## config.mk

```make
export PLATFORM = sky130hd
export DESIGN_NAME = branch_check_queue
export DESIGN_NICKNAME = d
export VERILOG_FILES = /design/src/rtl/branch_check_queue_pkg.sv /design/src/rtl/branch_check_queue_fifo.sv /design/src/rtl/branch_check_queue.sv
export SDC_FILE = /design/constraint.sdc
export NUM_CORES = 1
export LEC_CHECK = 0
export ABC_CLOCK_PERIOD_IN_PS = 12800
export CAP_MARGIN = 10
export CORE_MARGIN = 2
export CORE_UTILIZATION = 58
export DETAILED_ROUTE_END_ITERATION = 16
export PLACE_DENSITY_LB_ADDON = 0.1
export SYNTH_ARGS = -nofsm -noshare
export SYNTH_HDL_FRONTEND = slang
export SYNTH_SLANG_ARGS = --single-unit
export TNS_END_PERCENT = 100
```

## constraint.sdc

```tcl
create_clock -name CLK -period 12.8 [get_ports CLK]
set_clock_uncertainty 0.2 [all_clocks]
set_input_delay 2.56 -clock CLK [delete_from_list [all_inputs] [get_ports CLK]]
set_output_delay 2.56 -clock CLK [all_outputs]
set_load 0.1 [all_outputs]
```

## src/rtl/branch_check_queue_pkg.sv

```systemverilog
// ----------------------------------------------------------------------------
// branch_check_queue_pkg
//   Shared definitions for the branch check queue.
//   - BCQ_DELAY_SLOT_OFF : not-taken fall-through distance (branch + delay slot)
//   - entry layout helpers for the packed {pc, taken, addr} queue word
//   - res_kind_t         : classification of a resolution against the queue head
// ----------------------------------------------------------------------------
package branch_check_queue_pkg;

  localparam int unsigned BCQ_DELAY_SLOT_OFF = 32'd8;

  // Resolution outcome for the current cycle.
  typedef enum logic [1:0] {
    RES_NONE    = 2'd0,
    RES_MATCH   = 2'd1,
    RES_MISPRED = 2'd2,
    RES_EMPTY   = 2'd3
  } res_kind_t;

  // Packed entry word: [2*A : A+1] = pc, [A] = taken, [A-1 : 0] = addr.
  function automatic int unsigned bcq_entry_w(input int unsigned addr_w);
    return (2 * addr_w) + 1;
  endfunction

  function automatic int unsigned bcq_addr_off(input int unsigned addr_w);
    return addr_w - addr_w;
  endfunction

  function automatic int unsigned bcq_taken_off(input int unsigned addr_w);
    return addr_w;
  endfunction

  function automatic int unsigned bcq_pc_off(input int unsigned addr_w);
    return addr_w + 1;
  endfunction

endpackage

```

## src/rtl/branch_check_queue_fifo.sv

```systemverilog
// ----------------------------------------------------------------------------
// branch_check_queue_fifo
//   DEPTH x WIDTH register FIFO holding in-flight branch predictions.
//   Ports:
//     clk, rst_n : clock, asynchronous active-low reset
//     push       : write wdata at the tail (caller guarantees space or pop)
//     pop        : advance the head (caller guarantees non-empty)
//     clear      : flush all entries; overrides push and pop
//     wdata      : entry to write
//     rdata      : current head entry
//     full/empty : occupancy status
// ----------------------------------------------------------------------------
module branch_check_queue_fifo
  import branch_check_queue_pkg::*;
#(
  parameter int DEPTH = 4,
  parameter int WIDTH = 65
) (
  input  logic             clk,
  input  logic             rst_n,
  input  logic             push,
  input  logic             pop,
  input  logic             clear,
  input  logic [WIDTH-1:0] wdata,
  output logic [WIDTH-1:0] rdata,
  output logic             full,
  output logic             empty
);

  localparam int PTR_W = $clog2(DEPTH);

  logic [PTR_W-1:0] wr_ptr;
  logic [PTR_W-1:0] rd_ptr;
  logic [PTR_W:0]   count;
  logic [WIDTH-1:0] mem [DEPTH];

  // Pointer and occupancy state; pointers wrap naturally at DEPTH (power of two).
  always_ff @(posedge clk or negedge rst_n) begin
    if (!rst_n) begin
      wr_ptr <= '0;
      rd_ptr <= '0;
      count  <= '0;
    end else if (clear) begin
      wr_ptr <= '0;
      rd_ptr <= '0;
      count  <= '0;
    end else begin
      if (push) begin
        wr_ptr <= wr_ptr + PTR_W'(1);
      end
      if (pop) begin
        rd_ptr <= rd_ptr + PTR_W'(1);
      end
      if (push && !pop) begin
        count <= count + (PTR_W + 1)'(1);
      end else if (pop && !push) begin
        count <= count - (PTR_W + 1)'(1);
      end else begin
        count <= count;
      end
    end
  end

  // Entry storage; contents are only observed while the slot is occupied,
  // so the array itself needs no reset.
  always_ff @(posedge clk) begin
    if (push && !clear) begin
      mem[wr_ptr] <= wdata;
    end
  end

  assign rdata = mem[rd_ptr];
  assign full  = (count == (PTR_W + 1)'(DEPTH));
  assign empty = (count == '0);

endmodule

```

## src/rtl/branch_check_queue.sv

```systemverilog
// ----------------------------------------------------------------------------
// branch_check_queue
//   Holds each fetch-time prediction until its branch resolves in MEM, checks
//   the resolution against it and, on a mismatch, raises a one-cycle Flush with
//   the correct Redirect_addr. A mispredict discards every queued (wrong-path)
//   entry.
//   Ports:
//     CLK, RESET        : clock, asynchronous active-low reset
//     Pred_*            : prediction push from fetch {pc, taken, addr}
//     Res_*             : branch resolution from MEM {pc, taken, addr}
//     Full, Empty       : queue occupancy
//     Flush             : registered one-cycle mispredict pulse
//     Redirect_addr     : correct next PC, valid while Flush=1
//     Order_error       : sticky protocol/ordering error
//     Branch_count      : resolved branches (saturating)
//     Mispredict_count  : mispredicted branches (saturating)
// ----------------------------------------------------------------------------
module branch_check_queue
  import branch_check_queue_pkg::*;
#(
  parameter int DEPTH  = 4,
  parameter int ADDR_W = 32,
  parameter int CNT_W  = 16
) (
  input  logic              CLK,
  input  logic              RESET,
  input  logic              Pred_valid,
  input  logic [ADDR_W-1:0] Pred_pc,
  input  logic              Pred_taken,
  input  logic [ADDR_W-1:0] Pred_addr,
  input  logic              Res_valid,
  input  logic [ADDR_W-1:0] Res_pc,
  input  logic              Res_taken,
  input  logic [ADDR_W-1:0] Res_addr,
  output logic              Full,
  output logic              Empty,
  output logic              Flush,
  output logic [ADDR_W-1:0] Redirect_addr,
  output logic              Order_error,
  output logic [CNT_W-1:0]  Branch_count,
  output logic [CNT_W-1:0]  Mispredict_count
);

  localparam int ENTRY_W   = int'(bcq_entry_w(ADDR_W));
  localparam int ADDR_OFF  = int'(bcq_addr_off(ADDR_W));
  localparam int TAKEN_OFF = int'(bcq_taken_off(ADDR_W));
  localparam int PC_OFF    = int'(bcq_pc_off(ADDR_W));

  logic [ENTRY_W-1:0] wr_entry;
  logic [ENTRY_W-1:0] head_entry;
  logic [ADDR_W-1:0]  head_pc;
  logic               head_taken;
  logic [ADDR_W-1:0]  head_addr;

  logic               fifo_full;
  logic               fifo_empty;

  res_kind_t          res_kind;
  logic               pc_mismatch;
  logic               dir_mismatch;
  logic               addr_mismatch;
  logic               pop;
  logic               mispredict;
  logic               res_on_empty;
  logic               push;
  logic               push_dropped;
  logic [ADDR_W-1:0]  target;

  assign wr_entry   = {Pred_pc, Pred_taken, Pred_addr};
  assign head_pc    = head_entry[PC_OFF +: ADDR_W];
  assign head_taken = head_entry[TAKEN_OFF];
  assign head_addr  = head_entry[ADDR_OFF +: ADDR_W];

  branch_check_queue_fifo #(
    .DEPTH (DEPTH),
    .WIDTH (ENTRY_W)
  ) u_fifo (
    .clk   (CLK),
    .rst_n (RESET),
    .push  (push),
    .pop   (pop),
    .clear (mispredict),
    .wdata (wr_entry),
    .rdata (head_entry),
    .full  (fifo_full),
    .empty (fifo_empty)
  );

  // Classify the resolution against the head. The target is only compared on
  // a taken resolution; a not-taken prediction's addr is don't-care.
  always_comb begin
    pc_mismatch   = (Res_pc != head_pc);
    dir_mismatch  = (Res_taken != head_taken);
    addr_mismatch = Res_taken && (Res_addr != head_addr);
    if (!Res_valid) begin
      res_kind = RES_NONE;
    end else if (fifo_empty) begin
      res_kind = RES_EMPTY;
    end else if (pc_mismatch || dir_mismatch || addr_mismatch) begin
      res_kind = RES_MISPRED;
    end else begin
      res_kind = RES_MATCH;
    end
  end

  // Decode the resolution kind into queue actions.
  always_comb begin
    pop          = 1'b0;
    mispredict   = 1'b0;
    res_on_empty = 1'b0;
    case (res_kind)
      RES_MATCH: begin
        pop = 1'b1;
      end
      RES_MISPRED: begin
        pop        = 1'b1;
        mispredict = 1'b1;
      end
      RES_EMPTY: begin
        res_on_empty = 1'b1;
      end
      default: begin
        pop = 1'b0;
      end
    endcase
  end

  // Push gating: a pop frees a slot the same cycle; a mispredict discards the
  // push because it belongs to the wrong path.
  always_comb begin
    push_dropped = Pred_valid && fifo_full && !pop;
    if (Pred_valid && (!fifo_full || pop) && !mispredict) begin
      push = 1'b1;
    end else begin
      push = 1'b0;
    end
  end

  // Correct next PC: taken -> resolved target, not taken -> fall through past
  // the delay slot (wraps modulo 2^ADDR_W).
  always_comb begin
    if (Res_taken) begin
      target = Res_addr;
    end else begin
      target = Res_pc + ADDR_W'(BCQ_DELAY_SLOT_OFF);
    end
  end

  // Flush pulse and redirect target, registered one cycle after resolution.
  always_ff @(posedge CLK or negedge RESET) begin
    if (!RESET) begin
      Flush         <= 1'b0;
      Redirect_addr <= '0;
    end else begin
      Flush <= mispredict;
      if (mispredict) begin
        Redirect_addr <= target;
      end
    end
  end

  // Sticky ordering error: resolve on empty, PC out of order, or overflow push.
  always_ff @(posedge CLK or negedge RESET) begin
    if (!RESET) begin
      Order_error <= 1'b0;
    end else if (res_on_empty || (pop && pc_mismatch) || push_dropped) begin
      Order_error <= 1'b1;
    end
  end

  // Saturating statistics counters, updated on every pop.
  always_ff @(posedge CLK or negedge RESET) begin
    if (!RESET) begin
      Branch_count     <= '0;
      Mispredict_count <= '0;
    end else begin
      if (pop && (Branch_count != '1)) begin
        Branch_count <= Branch_count + CNT_W'(1);
      end
      if (mispredict && (Mispredict_count != '1)) begin
        Mispredict_count <= Mispredict_count + CNT_W'(1);
      end
    end
  end

  assign Full  = fifo_full;
  assign Empty = fifo_empty;

endmodule

```

==> metrics.md, run 1 <==
| Metric | Value |
|---|---|
| Fin crit period | `just over 6 ns` |
| Fin nets | `between 1,000 and 1,500` |
| CP max FO | `37` |
| Period utilization | `0.475` |
| Post-CTS Resized | `0` |
| Power per cell area | `around 230 nW/um2` |
| WL per Instance | `22.8 um` |
| CTS tree | `built` |
| Crit path capture type | `register` |
| CP Launch Type | `primary input` |
| DRT antenna net count | `0` |
| Post-synthesis net count | `994` |
| First-pass GRT wire length | `49,500 um` |
| Hold WC Path Type | `register to register` |
| Sw Ratio | `0.380` |
| Core Box Area | `23,600 um2` |
| Clock transition at path regs | `around 0.060 ns` |
| Area delta synth->final | `24.4%` |
| Area of placed instances | `around 16,000 um2` |
| Clk_lat worst skew | `0.52 ns` |
| Slew Limit Fails | `0` |
| Sequential share of the synthesized area | `0.688` |
| Drc violations | `0` |
| Yosys reg bits | `about 330` |
| Hold Buf Count CTS | `0` |
| Die Y | `~160 um` |
| Via Count | `about 8,300` |
| Root Driver | `clkbuf_16` |
| Largest net degree at the start of global routing | `between 70 and 80` |
| Die W | `159 um` |
| Number of vias per cell | `a little under 6` |
| Endpoints failing setup | `0` |
| Status | `complete, no violations` |
| Setup TNS | `0 ns` |
| Post-synthesis cell count | `around 850` |
| Boundary Pins | `between 200 and 250` |
| Initial DRT Pass Iterations | `5` |
| CTS H-tree lvls | `2` |
| GRT overflow | `0` |
| FMAX | `about 160 MHz` |
| Maximum Capacitance Violations | `0` |
| Worst VDD drop | `0.180 mV` |
| FILL cells | `roughly 1,500` |
| Avg Cell Area, Syn | `approximately 16 um2` |
| Cell Rows | `between 50 and 60` |
| Total CTS buffers | `35` |
| Leak | `around 0.006 uW` |
| Kind of critical path | `primary input to register` |
| Final-report hold violation count | `0` |
| Slew headroom | `0.294` |
| CTS Sinks | `approximately 330` |
| Initial Utilization | `0.593` |
| Warnings from Yosys | `0` |
| Sw Pwr | `1510 uW` |
| Multi-input logic area | `just over 4000 um2` |
| Synth cell types | `40` |
| Worst reg-to-reg path cell count | `10` |
| Final HPWL DP | `between 20,000 and 25,000 um` |
| WL final | `32,300 um` |
| Vias in the first global route | `roughly 8,400` |
| Port bufs | `around 200` |
| Storage cell area | `just under 10,000 um2` |
| Iter 0 DRT Violations | `a little over 700` |
| Comb power frac | `0.371` |
| Flop pwr share | `0.380` |
| Die area | `roughly 25,000 um2` |
| Post-Syn Area | `between 10,000 and 15,000 um2` |
| Finished Cell Area | `around 17,000 um2` |
| CTS Buffer Depth | `3` |
| RSZ-0062 raised after global routing | `no` |
| Total GRT Usage | `0.258` |
| Int Power | `about 2500 uW` |
| Clock Power Share | `0.249` |
| Worst slew pin tran | `between 1 and 1.5 ns` |
| Critical Path AT | `6.02 ns` |
| Setup bufs post-CTS | `0` |
| Layout cells sized above 1 | `0.121` |
| GPL Wtd Cong | `between 0.8 and 0.9` |
| Critical Path RT | `roughly 13 ns` |
| Initial antenna violation count | `2` |
| Hold depth | `2` |
-- synth_stat cells (all sizes together) --
| cell | number | area, um2 |
|---|---|---|
| and3 | 9 | 56.3 |
| nand3 | 28 | 140 |
| and2 | 7 | 43.8 |
| inv | 10 | 37.5 |
| nand2 | 62 | 233 |
| nor4 | 14 | 87.6 |
| and4 | 3 | 26.3 |
| mux2 | 12 | 135 |
| nor2 | 43 | 161 |
| xnor2 | 53 | 464 |
| nand4 | 17 | 106 |
| or3 | 1 | 6.26 |
| xor2 | 70 | 613 |
| nor4b | 1 | 8.76 |
| a311o | 1 | 10.0 |
| nand2b | 1 | 6.26 |
| o21a | 2 | 15.0 |
| a21oi | 21 | 105 |
| mux2i | 5 | 50.1 |
| mux4 | 65 | 1460 |
| fa | 1 | 20.0 |
| nor2b | 2 | 12.5 |
| dfrtp | 73 | 1830 |
| o32a | 1 | 10.0 |
| edfxtp | 260 | 7810 |
| o31a | 1 | 8.76 |
| or2 | 1 | 6.26 |
| ha | 7 | 87.6 |
| o21ai | 35 | 179 |
| buf | 21 | 156 |
| nor3 | 14 | 70.1 |
| clkbuf | 11 | 41.3 |
-- placed cells by master (no fill, tap or decap), types with 21 or more instances in the layout --
cell and count:
edfxtp_1 260, clkdlybuf4s50_1 199, dfrtp_1 71, xor2_1 70, mux4_2 65, nand2_1 62
xnor2_1 53, nor2_1 43, clkbuf_16 36, nand3_1 28, o21ai_0 23, a21oi_1 21
-- cell families (layout without fill, tap and decap cells) --
group / count (synthesis) / count (layout) / synth area share
AOI/OAI and AO/OA: 61 / 61 / 0.0234
xor gates and xnor gates: 123 / 123 / 0.0770
adders and majority gates: 8 / 8 / 0.00769
buffers and inverters: 42 / 281 / 0.0168
DFF: 333 / 333 / 0.688
muxes: 82 / 82 / 0.118
other: 0 / 2 / 0
and+or+nand+nor: 203 / 203 / 0.0689
-- power groups by stage --
stage | sequential, uW | clock [uW] | combinational, uW
after floorplan | 1990 | 0 | 628
after global placement | 1520 | 0 | 1460
after detailed placement | 1530 | 0 | 1480
after CTS | 1510 | 1010 | 1490
after global routing | 1530 | 1050 | 1550
final | 1510 | 989 | 1480
-- cell type report --
type | instances | share of cell area
Multi-Input combinational cell | 477 | 0.238
Tap cell | 319 | 0.0229
Sequential cell | 333 | 0.554
Clock inverter | 19 | 0.0113
Antenna cell | 2 | 0.000288
Inverter | 10 | 0.00216
Clock buffer | 43 | 0.0533
Timing Repair Buffer | 209 | 0.119
-- per-layer routing --
layer  routed length [um]  track usage  vias up  share of wire
met4                 1200       0.0988        0          0.037
met3                 2060       0.0435       71          0.064
met5                    0            0        -              0
li1                     -            -     3667              -
met1                13000        0.350     4174           0.40
met2                16000        0.426      341           0.50
-- sequential cells by signal (all words and copies together), names as in the netlist --
| name | cells |
|---|---|
| Redirect_addr | 32 |
| Mispredict_count | 16 |
| u_fifo.count | 3 |
| Branch_count | 16 |
| Flush | 1 |
| u_fifo.mem | 260 |
| Order_error | 1 |
| u_fifo.wr_ptr | 2 |
| u_fifo.rd_ptr | 2 |
-- final timing paths --
kind	to	slack, ns	startpoint
max reg2reg	u_fifo.mem[3][21]	7.34	u_fifo.rd_ptr[0]
max	u_fifo.mem[3][21]	6.72	Res_addr[25]
min reg2reg	Redirect_addr[13]	0.28	Redirect_addr[13]
min	Redirect_addr[13]	0.28	Redirect_addr[13]
max in group asynchronous	u_fifo.rd_ptr[0]	9.66	RESET
min in group asynchronous	Branch_count[10]	2.01	RESET
-- worst max-delay path: stages --
cell             delay, ns
clkdlybuf4s50_1       0.46
xor2_1                0.18
nor4_1                0.40
nand4_1               0.21
o32a_1                0.49
o21ai_4               0.16
nor2b_1               0.22
and2_2                0.69
buf_4                 0.60
-- per-stage QoR --
stage          hold WS (ns)  std cells  total power, uW  setup slack (ns)  utilization
2_1_floorplan         0.303        852             2620              6.68            -
3_3_place_gp          0.262       1348             2980              6.27        0.689
3_5_place_dp          0.274       1348             3010              6.23        0.689
4_1_cts               0.287       1410             4000              6.71        0.737
5_1_grt               0.315       1411             4130              6.58        0.737
6_report              0.285       1412             3970              6.72        0.737
No activity file was read; power rests on OpenSTA's default activity.
==> run 2, diff against run 1 <==
--- a/config.mk
+++ b/config.mk
@@ -5,10 +5,10 @@
 export SDC_FILE = /design/constraint.sdc
 export NUM_CORES = 1
 export LEC_CHECK = 0
-export ABC_CLOCK_PERIOD_IN_PS = 12800
+export ABC_CLOCK_PERIOD_IN_PS = 5620
 export CAP_MARGIN = 10
 export CORE_MARGIN = 2
-export CORE_UTILIZATION = 58
+export CORE_UTILIZATION = 55
 export DETAILED_ROUTE_END_ITERATION = 16
 export PLACE_DENSITY_LB_ADDON = 0.1
 export SYNTH_ARGS = -nofsm -noshare
==> constraint.sdc (replaced) <==
create_clock -name CLK -period 5.62 [get_ports CLK]
set_clock_uncertainty 0.2 [all_clocks]
set_input_delay 1.124 -clock CLK [delete_from_list [all_inputs] [get_ports CLK]]
set_output_delay 1.124 -clock CLK [all_outputs]
set_load 0.1 [all_outputs]
==> metrics.md, run 2 (synthesis results as in run 1) <==
| Metric | Value |
|---|---|
| Status | `complete, no violations (unchanged)` |
| Slew headroom | `0.295 (was 0.294)` |
| Final-report hold violation count | `0 (unchanged)` |
| Setup bufs post-CTS | `0 (unchanged)` |
| Boundary Pins | `202 (unchanged)` |
| Power per cell area | `513 nW/um2 (was 228 nW/um2)` |
| FILL cells | `1,677 (was 1,514)` |
| CTS Buffer Depth | `3 (unchanged)` |
| WL final | `32,600 um (was 32,300 um)` |
| Die W | `164 um (was 159 um)` |
| Critical path's largest stage delay | `0.65 ns (was 0.69 ns)` |
| Most used cell, CP | `buf_12` |
| Worst path slowest cell | `dfrtp_4 (was and2_2)` |
| Number of vias per cell | `5.67 (was 5.84)` |
| Clk_lat worst skew | `0.51 ns (was 0.52 ns)` |
| Critical Path AT | `4.64 ns (was 6.02 ns)` |
| Drc violations | `0 (unchanged)` |
| Leak | `0.00601 uW (was 0.00599 uW)` |
| Core Box Area | `25,100 um2 (was 23,600 um2)` |
| Die Y | `164 um (was 159 um)` |
| First-pass GRT wire length | `49,400 um (was 49,500 um)` |
| CP max FO | `33 (was 37)` |
| Most frequent cells in the layout | `260 x edfxtp_1, 199 x clkdlybuf4s50_1, 71 x dfrtp_1 (unchanged)` |
| Kind of critical path | `register to register (was primary input to register)` |
| Total GRT Usage | `0.252 (was 0.258)` |
| Biggest regs | `u_fifo.mem (260), Redirect_addr (32) (unchanged)` |
| Initial DRT Pass Iterations | `5 (unchanged)` |
| CTS tree | `built (unchanged)` |
| Fin nets | `1,215 (was 1,208)` |
| GRT overflow | `0 (unchanged)` |
| Via Count | `8,107 (was 8,253)` |
| Worst VDD drop | `0.454 mV (was 0.180 mV)` |
| Largest net degree at the start of global routing | `74 (unchanged)` |
| Fin crit period | `4.64 ns` |
| Post-CTS Resized | `0 (unchanged)` |
| Worst slew pin tran | `1.05 ns (was 1.06 ns)` |
| Critical Path RT | `5.62 ns (was 12.75 ns)` |
| Cell Chain, Critical Path | `buf_12 -> buf_12 -> mux4_2 -> xnor2_1 -> nand4_1 -> nor4_1 -> nand2_1 -> o21ai_4 -> nor2b_1 -> and2_2 -> buf_12 (was clkdlybuf4s50_1 -> xor2_1 -> nor4_1 -> nand4_1 -> o32a_1 -> o21ai_4 -> nor2b_1 -> and2_2 -> buf_4)` |
| Vias in the first global route | `8,353 (was 8,420)` |
| Endpoints failing setup | `0 (unchanged)` |
| Finished Cell Area | `17,500 um2 (was 17,400 um2)` |
| Final HPWL DP | `23,000 um (was 21,900 um)` |
| Cell Rows | `58 (was 56)` |
| Total CTS buffers | `35 (unchanged)` |
| Largest Register | `u_fifo.mem (unchanged)` |
| Period utilization | `0.826` |
| Slew Limit Fails | `0 (unchanged)` |
| GPL Wtd Cong | `0.835 (was 0.891)` |
| Port bufs | `201 (unchanged)` |
| Initial antenna violation count | `1 (was 2)` |
| CTS H-tree lvls | `2 (unchanged)` |
| FMAX | `215 MHz` |
| Clock transition at path regs | `0.06 ns (about the same)` |
| Layout cells sized above 1 | `0.127 (was 0.121)` |
| Maximum Capacitance Violations | `0 (unchanged)` |
| CTS Sinks | `333 (unchanged)` |
| DRT antenna net count | `0 (unchanged)` |
| CP Launch Type | `register (was primary input)` |
| R2r setup slk | `0.98 ns (was 7.34 ns)` |
| Setup TNS | `0 ns (unchanged)` |
| Hold Buf Count CTS | `0 (unchanged)` |
| Buf+Inv Stages, Crit Path | `3 (was 2)` |
| Area of placed instances | `16,500 um2 (was 16,300 um2)` |
| Area delta synth->final | `24.9% (was 24.4%)` |
| Iter 0 DRT Violations | `785 (was 723)` |
| Hold WC Path Type | `register to register (unchanged)` |
| Fin util | `0.696 (was 0.737)` |
| Initial Utilization | `0.557 (was 0.593)` |
| Largest register FFs | `260 (unchanged)` |
| RSZ-0062 raised after global routing | `no (unchanged)` |
| Commonest non-fill, non-tap cell in the layout | `edfxtp_1 (unchanged)` |
| Crit path capture type | `register (unchanged)` |
| Delay-heaviest family, CP | `simple AND/OR/NAND/NOR gates (unchanged)` |
| Overall power | `8960 uW (was 3970 uW)` |
| Die area | `26,700 um2 (was 25,400 um2)` |
| WL per Instance | `22.8 um (about the same)` |
| Root Driver | `clkbuf_16 (unchanged)` |
run 2: worst min-delay path, stage by stage, from the launching register on:
cell and delay, ns:
dfrtp_1 0.34, nand2_1 0.05, o21ai_0 0.06
run 2: through the flow:
stage / hold WS (ns) / setup WS, ns / cells
final: 0.284 / 0.976 / 1429
after global routing: 0.300 / 0.791 / 1429
after CTS: 0.288 / 0.935 / 1428
after detailed placement: 0.275 / 0.959 / 1366
after global placement: 0.262 / 1.01 / 1366
after floorplan: 0.323 / 0.904 / 852
run 2: cell type report:
cell class	instances	area [um2]	area share
Antenna cell	1	2.50	0.000143
Clock buffer	46	960	0.0549
Clock inverter	16	70.1	0.00401
Inverter	10	37.5	0.00215
Multi-Input combinational cell	477	4140	0.237
Sequential cell	333	9640	0.551
Tap cell	330	413	0.0236
Timing Repair Buffer	216	2220	0.127
run 2: worst paths after layout:
kind,start,to,cells past startpoint
max,u_fifo.rd_ptr[0],u_fifo.mem[0][55],11
min in group asynchronous,RESET,Mispredict_count[15],1
min,Redirect_addr[13],Redirect_addr[13],2
max reg2reg,u_fifo.rd_ptr[0],u_fifo.mem[0][55],11
max in group asynchronous,RESET,u_fifo.rd_ptr[0],1
min reg2reg,Redirect_addr[13],Redirect_addr[13],2
run 2: power by group:
| part | switching (uW) | total [uW] | leakage, uW | internal [uW] |
|---|---|---|---|---|
| clock | 894 | 2090 | 0.000502 | 1200 |
| combinational | 2290 | 3460 | 0.00223 | 1170 |
| sequential | 271 | 3410 | 0.00327 | 3140 |
| total | 3450 | 8960 | 0.00601 | 5510 |
run 2: per-layer routing:
layer / vias to the layer above / global-route usage / share of wire
met5: - / 0 / 0
met4: 0 / 0.102 / 0.038
met3: 71 / 0.0350 / 0.063
met2: 316 / 0.415 / 0.49
met1: 4045 / 0.345 / 0.41
li1: 3675 / - / -
